==> src/rtl/param_boot_loader.sv <==
// ---------------------------------------------------------------------------
// param_boot_loader
//
// Boot-time loader and dumper for a single-port CPU RAM.
//
// After reset the block owns the RAM (boot=1). It first receives
// RAM_SIZE words, MSB-first, as a byte stream on rx_data/rx_valid. It
// writes each word to RAM and then compares one trailing checksum byte
// against the mod-256 sum of all data bytes.
//   - On a mismatch it flags load_error and waits for a complete reload.
//   - On a match it releases the CPU (boot=0) and waits for scan_memory.
//
// A scan request reads every word back. Each word goes out MSB-first on
// tx_data/tx_valid/tx_ready, followed by TX_GAP_CYCLES idle cycles. The
// mod-256 sum of the transmitted bytes is sent last. The block then
// parks in DONE until the next reset.
//
// Ports
//   clk          rising-edge clock
//   rst          asynchronous reset, active low
//   ce           clock enable; nothing advances while ce=0
//   rx_data      received byte
//   rx_valid     rx_data valid (one-cycle pulse)
//   tx_data      byte to transmit
//   tx_valid     tx_data valid
//   tx_ready     transmitter accepts the presented byte
//   scan_memory  request a memory dump
//   boot         1 = loader owns the RAM, CPU held
//   load_error   sticky checksum-mismatch flag of the last load
//   done         dump finished
//   ram_out      RAM read data, valid one cycle after a read strobe
//   ram_rw       1 = write, 0 = read
//   ram_enable   RAM access strobe
//   ram_adr      RAM word address
//   ram_in       RAM write data
// ---------------------------------------------------------------------------
module param_boot_loader #(
  parameter int DATA_WIDTH    = 16,
  parameter int RAM_ADR_WIDTH = 6,
  parameter int RAM_SIZE      = 64,
  parameter int TX_GAP_CYCLES = 18000
) (
  input  logic                     clk,
  input  logic                     rst,
  input  logic                     ce,
  input  logic [7:0]               rx_data,
  input  logic                     rx_valid,
  output logic [7:0]               tx_data,
  output logic                     tx_valid,
  input  logic                     tx_ready,
  input  logic                     scan_memory,
  output logic                     boot,
  output logic                     load_error,
  output logic                     done,
  input  logic [DATA_WIDTH-1:0]    ram_out,
  output logic                     ram_rw,
  output logic                     ram_enable,
  output logic [RAM_ADR_WIDTH-1:0] ram_adr,
  output logic [DATA_WIDTH-1:0]    ram_in
);

  localparam int BYTES = DATA_WIDTH / 8;

  // The gap counter only has to reach TX_GAP_CYCLES-1. Keep it at
  // least one bit wide so that a zero gap still elaborates cleanly.
  localparam int GAP_W = (TX_GAP_CYCLES < 2) ? 1 : $clog2(TX_GAP_CYCLES);

  localparam logic [GAP_W-1:0] GAP_LAST =
    GAP_W'((TX_GAP_CYCLES > 0) ? TX_GAP_CYCLES - 1 : 0);
  localparam logic [RAM_ADR_WIDTH-1:0] ADR_LAST = RAM_ADR_WIDTH'(RAM_SIZE - 1);
  localparam logic [1:0]               IDX_LAST = 2'(BYTES - 1);

  typedef enum logic [3:0] {
    RX_WAIT   = 4'd0,
    RX_WRITE  = 4'd1,
    RX_CHECK  = 4'd2,
    WAIT_SCAN = 4'd3,
    TX_READ   = 4'd4,
    TX_LOAD   = 4'd5,
    TX_SEND   = 4'd6,
    TX_GAP    = 4'd7,
    TX_SUM    = 4'd8,
    DONE      = 4'd9
  } state_e;

  state_e                   state_q,      state_d;
  logic [RAM_ADR_WIDTH-1:0] adr_q,        adr_d;
  logic [1:0]               idx_q,        idx_d;
  logic [7:0]               rx_sum_q,     rx_sum_d;
  logic [7:0]               tx_sum_q,     tx_sum_d;
  logic [GAP_W-1:0]         gap_q,        gap_d;
  logic [DATA_WIDTH-1:0]    word_q,       word_d;
  logic [DATA_WIDTH-1:0]    shift_q,      shift_d;
  logic                     load_error_q, load_error_d;

  // Set in the transmit path when a word and its gap are both finished.
  // The address advance is then shared by TX_SEND and TX_GAP.
  logic                     word_done;

  logic [7:0]               tx_byte;
  assign tx_byte = shift_q[DATA_WIDTH-1 -: 8];

  // -------------------------------------------------------------------------
  // Next-state and datapath logic
  // -------------------------------------------------------------------------
  always_comb begin
    // NOTE: every variable gets its hold value first, so no path through
    // the case statement can leave one unassigned and infer a latch.
    state_d      = state_q;
    adr_d        = adr_q;
    idx_d        = idx_q;
    rx_sum_d     = rx_sum_q;
    tx_sum_d     = tx_sum_q;
    gap_d        = gap_q;
    word_d       = word_q;
    shift_d      = shift_q;
    load_error_d = load_error_q;
    word_done    = 1'b0;

    if (ce) begin
      unique case (state_q)
        RX_WAIT: begin
          if (rx_valid) begin
            // Shifting left leaves the first byte of the word in the top
            // lane once all BYTES bytes have arrived.
            word_d   = (word_q << 8) | DATA_WIDTH'(rx_data);
            rx_sum_d = rx_sum_q + rx_data;
            if (idx_q == IDX_LAST) begin
              idx_d   = 2'd0;
              state_d = RX_WRITE;
            end else begin
              idx_d = idx_q + 2'd1;
            end
          end
        end

        RX_WRITE: begin
          if (adr_q == ADR_LAST) begin
            adr_d   = '0;
            state_d = RX_CHECK;
          end else begin
            adr_d   = adr_q + 1'b1;
            state_d = RX_WAIT;
          end
        end

        RX_CHECK: begin
          if (rx_valid) begin
            if (rx_data == rx_sum_q) begin
              load_error_d = 1'b0;
              state_d      = WAIT_SCAN;
            end else begin
              // Restart a complete load from word 0 with a fresh sum.
              load_error_d = 1'b1;
              adr_d        = '0;
              rx_sum_d     = 8'h00;
              idx_d        = 2'd0;
              state_d      = RX_WAIT;
            end
          end
        end

        WAIT_SCAN: begin
          if (scan_memory) begin
            adr_d    = '0;
            tx_sum_d = 8'h00;
            idx_d    = 2'd0;
            state_d  = TX_READ;
          end
        end

        TX_READ: begin
          state_d = TX_LOAD;
        end

        TX_LOAD: begin
          // ram_out carries the word read by the strobe in TX_READ.
          shift_d = ram_out;
          idx_d   = 2'd0;
          state_d = TX_SEND;
        end

        TX_SEND: begin
          if (tx_ready) begin
            tx_sum_d = tx_sum_q + tx_byte;
            if (idx_q == IDX_LAST) begin
              idx_d = 2'd0;
              if (TX_GAP_CYCLES == 0) begin
                word_done = 1'b1;
              end else begin
                gap_d   = '0;
                state_d = TX_GAP;
              end
            end else begin
              shift_d = shift_q << 8;
              idx_d   = idx_q + 2'd1;
            end
          end
        end

        TX_GAP: begin
          if (gap_q == GAP_LAST) begin
            gap_d     = '0;
            word_done = 1'b1;
          end else begin
            gap_d = gap_q + 1'b1;
          end
        end

        TX_SUM: begin
          if (tx_ready) begin
            state_d = DONE;
          end
        end

        DONE: begin
          state_d = DONE;
        end

        default: begin
          state_d = RX_WAIT;
        end
      endcase

      if (word_done) begin
        if (adr_q == ADR_LAST) begin
          adr_d   = '0;
          state_d = TX_SUM;
        end else begin
          adr_d   = adr_q + 1'b1;
          state_d = TX_READ;
        end
      end
    end
  end

  // -------------------------------------------------------------------------
  // State registers
  // -------------------------------------------------------------------------
  // NOTE: the word and shift registers are plain flops, not memories, so
  // they get a reset like all other state. A partial word therefore never
  // survives a reset.
  always_ff @(posedge clk or negedge rst) begin
    if (!rst) begin
      state_q      <= RX_WAIT;
      adr_q        <= '0;
      idx_q        <= 2'd0;
      rx_sum_q     <= 8'h00;
      tx_sum_q     <= 8'h00;
      gap_q        <= '0;
      word_q       <= '0;
      shift_q      <= '0;
      load_error_q <= 1'b0;
    end else begin
      // NOTE: non-blocking assignments make every flop take its new value
      // from the same pre-edge snapshot, independent of statement order.
      state_q      <= state_d;
      adr_q        <= adr_d;
      idx_q        <= idx_d;
      rx_sum_q     <= rx_sum_d;
      tx_sum_q     <= tx_sum_d;
      gap_q        <= gap_d;
      word_q       <= word_d;
      shift_q      <= shift_d;
      load_error_q <= load_error_d;
    end
  end

  // -------------------------------------------------------------------------
  // Outputs: registers, or decodes of the registered state only
  // -------------------------------------------------------------------------
  assign boot       = (state_q != WAIT_SCAN) && (state_q != DONE);
  assign done       = (state_q == DONE);
  assign load_error = load_error_q;
  assign ram_enable = (state_q == RX_WRITE) || (state_q == TX_READ);
  assign ram_rw     = (state_q == RX_WRITE);
  assign ram_adr    = adr_q;
  assign ram_in     = word_q;
  assign tx_valid   = (state_q == TX_SEND) || (state_q == TX_SUM);
  assign tx_data    = (state_q == TX_SUM)  ? tx_sum_q :
                      (state_q == TX_SEND) ? tx_byte  : 8'h00;

endmodule

==> config.mk <==
export PLATFORM = sky130hd
export DESIGN_NAME = param_boot_loader
export DESIGN_NICKNAME = d
export VERILOG_FILES = /design/src/rtl/param_boot_loader.sv
export SDC_FILE = /design/constraint.sdc
export NUM_CORES = 1
export LEC_CHECK = 0
export CAP_MARGIN = 20
export CORE_ASPECT_RATIO = 1.4
export CORE_MARGIN = 2
export CORE_UTILIZATION = 44
export DETAILED_ROUTE_END_ITERATION = 16
export PLACE_DENSITY = 0.67
export RECOVER_POWER = 50
export REMOVE_ABC_BUFFERS = 1
export SYNTH_ARGS = -nofsm -noshare
export SYNTH_HDL_FRONTEND = slang
export SYNTH_SLANG_ARGS = --single-unit
==> constraint.sdc <==
create_clock -name clk -period 3.6 [get_ports clk]
set_input_delay 0.54 -clock clk [delete_from_list [all_inputs] [get_ports clk]]
set_output_delay 0.54 -clock clk [all_outputs]
set_load 0.1 [all_outputs]
==> impl_metrics.csv, run 1 <==
group,metric,value,unit
logic_synthesis,synth.distinct_cells,58,
logic_synthesis,synth.ff_latch_count,76,
clock_tree,number_of_buffers_created_by_cts,9,
power_and_ir_drop,ir_drop_worst_case_vdd,0.5446,mV
setup_path,critical_path.startpoint_type,"register",
global_route,groute.usage.overall,20.09,%
clock_tree,cts-htree-levels,3,
placed_design,gp_congestion,0.9095,
logic_synthesis,netlist.top_cell.by_area,"dfrtp_1",
drt,detail_route.wl_per_cell,14.72,µm
timing,rsz0062_at_grt,"false",
setup_path,arrival_time_at_the_worst_endpoint,2.47,ns
clock_tree,worst_skew_pair.late_latency,0.33,ns
outcome,outcome,"finished, violations left",
logic_synthesis,netlist_area,0.004245,mm²
setup_path,timing.critical_path.to_type,"primary output",
global_route,antenna_found_initial,0,
logic_synthesis,syn_area_per_cell,8.826,µm²
clock_tree,ctsHoldBuffers,0,
power_and_ir_drop,leakage,2.405,nW
setup_path,reg2reg_slack,1.08,ns
setup_path,timing.rr.start,"state_q[2]",
timing,slew_at_the_pin_closest_to_its_max_slew_limit,1.597,ns
floorplanning,std_cell_rows,42,
drt,avgViaCountPerCell,5.546,
logic_synthesis,synth.yosys.seq_area_share,44.80,%
floorplanning,initial_utilization,45.13,%
worst_hold_path,min-delay-path-class,"primary input to asynchronous set/reset pin",
floorplanning,design.die.area,0.01046,mm²
setup_path,critical_path.max_fanout,17,
timing,fin_crit,3.014,ns
timing,report.final.slew_viol_count,65,
cells_and_area,nNetsFinal,594,
clock_tree,cts.sink_count,76,
setup_path,timing.rr.end,"tx_sum_q[1]",
logic_synthesis,post_synth_inst_count,481,
flow_run,max-cap-violations,1,
setup_path,critPathRequiredTime,3.06,ns
timing,timing.max_slew.rel_slack,-6.446,%
clock_tree,cts_repair_resizes,0,
floorplanning,die_h,120.2,µm
placed_design,dp.final_hpwl,6798,µm
global_route,grt.overflow.total,0,
setup_path,worstRegToRegCells,5,
timing,setup_slack,0.5864,ns
timing,worst_clock_skew,0.005107,ns
clock_tree,ctsRootBufferMaster,"clkbuf_16",
clock_tree,max-clock-path-buffers,2,
timing,share_of_the_clock_period_used_by_the_worst_path_after_layout,83.71,%
logic_synthesis,synth_async_sr_flop_share,100.0,%
placed_design,placement.io_buffers,65,
logic_synthesis,synth.area.top_cells,"dfrtp_1 45%, nand2_1 8.6%, ha_1 4.7%",
cells_and_area,insertedDiodeCount,0,
floorplanning,core-area,0.009407,mm²
drt,dr.first_iter.drc_count,257,
outcome,violations,"capacitance limit, slew limit",
global_route,first_global_vias,3585,
logic_synthesis,synthFlopType,"dfrtp_1",
cells_and_area,share_of_cells_above_drive_strength_1,8.530,%
clock_tree,clkTransAtPathRegs,0.06,ns
logic_synthesis,yosys_warn_count,0,
placed_design,pre_cts_slack,0.6483,ns
logic_synthesis,synth.most_common_cell,"nand2_1",
clock_tree,cts_post_setup_buffers_inserted,0,
logic_synthesis,ys_top_cells_by_count,"97 x nand2_1, 76 x dfrtp_1, 39 x nor2_1",
timing,hold_viol_final,0,
cells_and_area,areaGrowthSynthToFinish,23.34,%
setup_path,criticalPathCategory,"register to primary output",
timing,finalSetupViolCount,0,
drt,route.vias.total,3666,
drt,drtPass1Iterations,4,
timing,setup_tns_final,0,ns
timing,timing.fmax,331.8,MHz
drt,detail_route.drc_violations,0,
clock_tree,cts_tree,"built",
logic_synthesis,synth-edff-count,0,
logic_synthesis,fraction_of_synthesized_cell_area_taken_by_the_top_area_cell_type,44.80,%
floorplanning,die_w,87.02,µm
drt,ant_nets,0,
power_and_ir_drop,power.density_cell_area,949.3,mW/mm²
drt,routed_wirelength,9730,µm
floorplanning,pin_count,66,
global_route,grt_start_max_net_pins,77,
global_route,grt_pass1_wl,16820,µm
==> metrics by stage <==
step / power (mW) / std cells / area, µm² / hold WS (ns) / util (%)
floorplan: 3.500 / 461 / 4141 / 0.2444 / -
global placement: 4.086 / 644 / 4959 / 0.4625 / 52.71
detailed placement: 4.140 / 644 / 4959 / 0.4693 / 52.71
CTS: 5.013 / 660 / 5239 / 0.4104 / 55.69
global route: 5.304 / 661 / 5236 / 0.3043 / 55.67
finish: 4.971 / 661 / 5236 / 0.2233 / 55.67
==> critical path, stage by stage, from the launching register on <==
cell and delay [ns]:
dfrtp_1 0.68, nor2b_1 0.36, and2_1 0.57, a22o_1 0.24, buf_4 0.29
==> how the worst max path moves through the flow <==
stage | startpoint | endpoint | slack [ns] | depth (start not counted)
after floorplan | state_q[1] | ram_rw | 0.19 | 3
after global placement | rx_data[5] | ram_adr[0] | 0.69 | 8
after detailed placement | rx_data[5] | ram_adr[0] | 0.65 | 8
after CTS | state_q[2] | tx_data[7] | 0.58 | 4
after global routing | state_q[2] | tx_data[6] | 0.41 | 4
final | state_q[2] | tx_data[7] | 0.59 | 4
==> cell type report <==
type | instances | area (µm²)
Clock inverter | 4 | 23.77
Inverter | 27 | 101.3
Multi-Input combinational cell | 358 | 2142
Fill cell | 852 | 4170
Tap cell | 110 | 137.6
Sequential cell | 76 | 1902
Timing Repair Buffer | 74 | 673.1
Clock buffer | 12 | 256.5
==> logic make-up after synthesis <==
group                    share of synthesized area [%]
flip-flops                                       44.80
adder cells (fa/ha/maj)                          5.659
buffers and inverters                            4.833
AO/OA/AOI/OAI                                    16.80
AND/OR/NAND/NOR                                  22.43
XOR/XNOR                                         4.745
multiplexers                                    0.7368
==> flip-flops by register name, indices dropped and copies added (netlist names), 2 cells and up <==
signal and cells:
shift_q 16, rx_sum_q 8, idx_q 2, tx_sum_q 8, gap_q 15, ram_in 16, ram_adr 6, state_q 4
==> cells in the final DEF, fill, tap and decap left out, types with 2 or more instances in the layout <==
cell type / n
nor2b_1: 4
mux2i_1: 2
a21o_1: 3
ha_1: 16
nand4_1: 3
o22ai_1: 3
o211ai_1: 2
nand2b_1: 2
xnor2_1: 10
xor2_1: 13
fa_1: 2
o31ai_1: 6
clkbuf_16: 9
nand2_1: 97
o21ai_0: 23
or3b_2: 2
dfrtp_1: 76
nor4_1: 4
o41ai_1: 4
clkbuf_8: 2
o21a_1: 2
clkbuf_1: 3
inv_1: 26
nand3_1: 25
a31oi_1: 9
nor2_1: 39
a32o_1: 2
clkdlybuf4s50_1: 50
nor3_1: 12
buf_4: 20
and3_1: 5
a22o_1: 18
or3_1: 4
clkinv_2: 3
o21ai_1: 7
a21oi_1: 16
==> power breakdown <==
part           internal (mW)  switching, mW
clock                  0.502          0.338
combinational          0.832           1.86
sequential              1.16          0.284
total                   2.49           2.48
==> routing by layer <==
metal | track usage [%] | part of all wire (%) | vias up
met4 | 6.836 | 1.7 | 0
met1 | 26.45 | 44 | 1777
met2 | 32.40 | 50 | 74
li1 | - | - | 1804
met3 | 4.573 | 4.3 | 11
met5 | 0 | 0 | -
(Power assumes the default switching activity.)
==> run 2: changes to the inputs <==
--- a/config.mk
+++ b/config.mk
@@ -10,7 +10,7 @@
 export CORE_MARGIN = 2
 export CORE_UTILIZATION = 44
 export DETAILED_ROUTE_END_ITERATION = 16
-export PLACE_DENSITY = 0.67
+export PLACE_DENSITY = 0.7
 export RECOVER_POWER = 50
 export REMOVE_ABC_BUFFERS = 1
 export SYNTH_ARGS = -nofsm -noshare
==> constraint.sdc (replaced) <==
create_clock -name clk -period 2.7 [get_ports clk]
set_input_delay 0.405 -clock clk [delete_from_list [all_inputs] [get_ports clk]]
set_output_delay 0.405 -clock clk [all_outputs]
set_load 0.1 [all_outputs]
==> run 2 against run 1 <==
Against the previous run: global-route usage hardly changed; critical path type unchanged; largest cell class unchanged; clock-buffer cell count is 1 lower; the flow still finishes with violations (capacitance limit, slew limit); largest power group unchanged; setup slack worse by 0.36 ns; clock power is 61% higher; critical path depth stayed put; non-clock buffer count is 7 higher; wire length is 2.5% higher; flip-flop and latch count stayed put; register-to-register slack worse by 0.72 ns; core utilization is 1.3 points higher; via count is 0.44% higher.
==> impl_metrics.csv, run 2 (synthesis gave the netlist of run 1 again) <==
group,metric,value,unit
setup_path,crit_slowest_cell,"and2_1",
placed_design,dp.final_hpwl,7167,µm
global_route,first_global_vias,3502,
power_and_ir_drop,total_power,6.912,mW
setup_path,cp_num_cells,4,
setup_path,timing.rr.end,"ram_adr[5]",
floorplanning,die_h,120.2,µm
clock_tree,clkTransAtPathRegs,0.06,ns
drt,dr.first_iter.drc_count,166,
worst_hold_path,holdPathEnd,"ram_in[12]",
placed_design,gp_congestion,0.8702,
drt,routed_wirelength,9976,µm
placed_design,pre_cts_slack,0.04153,ns
drt,route.vias.total,3682,
clock_tree,cts_tree,"built",
clock_tree,max-clock-path-buffers,2,
flow_run,max-cap-violations,1,
drt,detail_route.drc_violations,0,
power_and_ir_drop,power_spent_charging_and_discharging_nets,3.361,mW
global_route,grt_pass1_wl,16510,µm
floorplanning,core-area,0.009407,mm²
drt,avgViaCountPerCell,5.512,
floorplanning,die_w,87.02,µm
global_route,grt_start_max_net_pins,77,
cells_and_area,nNetsFinal,601,
clock_tree,cts_repair_resizes,0,
cells_and_area,areaGrowthSynthToFinish,26.29,%
floorplanning,pin_count,66,
cells_and_area,most_common_cell_after_layout_fill_and_taps_aside,"nand2_1",
clock_tree,cts-htree-levels,3,
power_and_ir_drop,share_seq_of_total_power,26.8,%
setup_path,criticalPathCategory,"register to primary output",
timing,hold_viol_final,0,
clock_tree,ctsHoldBuffers,0,
setup_path,critical-path-top-delay-family,"simple AND/OR/NAND/NOR gates",
worst_hold_path,min-delay-path-class,"register to register",
power_and_ir_drop,internal-power,3.552,mW
timing,fin_crit,2.476,ns
timing,finalSetupViolCount,0,
timing,setup_slack,0.2244,ns
cells_and_area,multi_input_area,0.002142,mm²
worst_hold_path,min_path_cells,2,
timing,share_of_the_clock_period_used_by_the_worst_path_after_layout,91.69,%
timing,worst_clock_skew,0.005480,ns
global_route,groute.usage.overall,20.09,%
floorplanning,design.die.area,0.01046,mm²
drt,ant_nets,0,
timing,report.final.slew_viol_count,77,
cells_and_area,nFillCells,814,
power_and_ir_drop,leakage,2.458,nW
timing,timing.fmax,403.9,MHz
cells_and_area,insertedDiodeCount,0,
power_and_ir_drop,share_comb_of_total_power,53.6,%
timing,rsz0062_at_grt,"false",
timing,timing.max_slew.rel_slack,-22.40,%
power_and_ir_drop,p_clk_share,19.5,%
setup_path,critical_path.max_stage_delay,0.54,ns
power_and_ir_drop,ir_drop_worst_case_vdd,0.8761,mV
setup_path,worstPathBufferInverterCount,1,
outcome,outcome,"finished, violations left",
floorplanning,std_cell_rows,42,
clock_tree,ctsRootBufferMaster,"clkbuf_16",
setup_path,critPathRequiredTime,2.30,ns
clock_tree,worst_skew_pair.late_latency,0.34,ns
placed_design,post_dp_cell_area,0.005099,mm²
setup_path,timing.critical_path.cells,"nor2b_1 -> and2_1 -> a22o_1 -> buf_12",
setup_path,timing.critical_path.to_type,"primary output",
timing,slew_at_the_pin_closest_to_its_max_slew_limit,1.836,ns
clock_tree,cts_post_setup_buffers_inserted,0,
setup_path,timing.rr.start,"gap_q[12]",
global_route,grt.overflow.total,0,
power_and_ir_drop,switching_share,48.62,%
outcome,violations,"capacitance limit, slew limit",
drt,detail_route.wl_per_cell,14.93,µm
global_route,antenna_found_initial,0,
setup_path,critical_path.max_fanout,14,
cells_and_area,area.sequential,0.001902,mm²
setup_path,worstRegToRegCells,5,
clock_tree,number_of_buffers_created_by_cts,9,
power_and_ir_drop,power.density_cell_area,1289,mW/mm²
cells_and_area,layout_common_cells,"97 x nand2_1, 76 x dfrtp_1, 39 x nor2_1",
drt,drtPass1Iterations,4,
worst_hold_path,min-delay-start,"ram_in[12]",
placed_design,placement.io_buffers,65,
cells_and_area,final_area,0.005361,mm²
cells_and_area,share_of_cells_above_drive_strength_1,10.75,%
clock_tree,cts.sink_count,76,
setup_path,critical_path.startpoint_type,"register",
setup_path,reg2reg_slack,0.36,ns
setup_path,arrival_time_at_the_worst_endpoint,2.07,ns
floorplanning,initial_utilization,45.13,%
==> run 2: routing by layer <==
layer,share of wire [%],GRT usage [%],wire [µm]
met1,42,24.35,4226
met2,51,34.40,5096
met3,4.9,4.642,490
met4,1.6,7.324,163
met5,0,0,0
==> run 2: metrics by stage <==
stage               hold slack (ns)  instances  setup TNS [ns]  util (%)
finish                       0.4742        668               0     57.00
global route                 0.5032        668               0     57.00
CTS                          0.2610        668               0     57.74
detailed placement           0.4680        652               0     54.20
global placement             0.4660        652               0     54.20
floorplan                    0.1094        461          -1.028         -
==> run 2: how the worst max path moves through the flow <==
stage | start | endpoint | slack [ns]
global placement | rx_data[5] | ram_adr[0] | 0.1
finish | state_q[3] | tx_data[7] | 0.22
floorplan | state_q[1] | ram_rw | -0.58
global route | state_q[2] | tx_data[7] | 0.13
detailed placement | rx_data[5] | ram_adr[0] | 0.04
CTS | state_q[2] | tx_data[7] | 0.21
==> run 2: layout make-up <==
cell class                      count  area share (%)
Tap cell                          110           2.567
Multi-Input combinational cell    358           39.95
Timing Repair Buffer               81           13.91
Clock inverter                      5           1.867
Clock buffer                       11           4.341
Sequential cell                    76           35.47
Inverter                           27           1.890
==> run 2: power by group through the flow <==
stage                     Combinational, mW  Clock [mW]  Sequential (mW)
after floorplan                        1.83           0             2.83
after global placement                 3.72           0             1.85
after detailed placement               3.80           0             1.87
after CTS                              3.82        1.38             1.86
after global routing                   4.00        1.42             1.91
final                                  3.71        1.35             1.85
==> run 2: worst register-to-register path, cell delays in order (launching register included) <==
cell and delay [ns]:
dfrtp_1 0.42, or4_4 0.56, nor4_4 0.46, a211oi_2 0.16, or3_1 0.41, o31ai_1 0.23
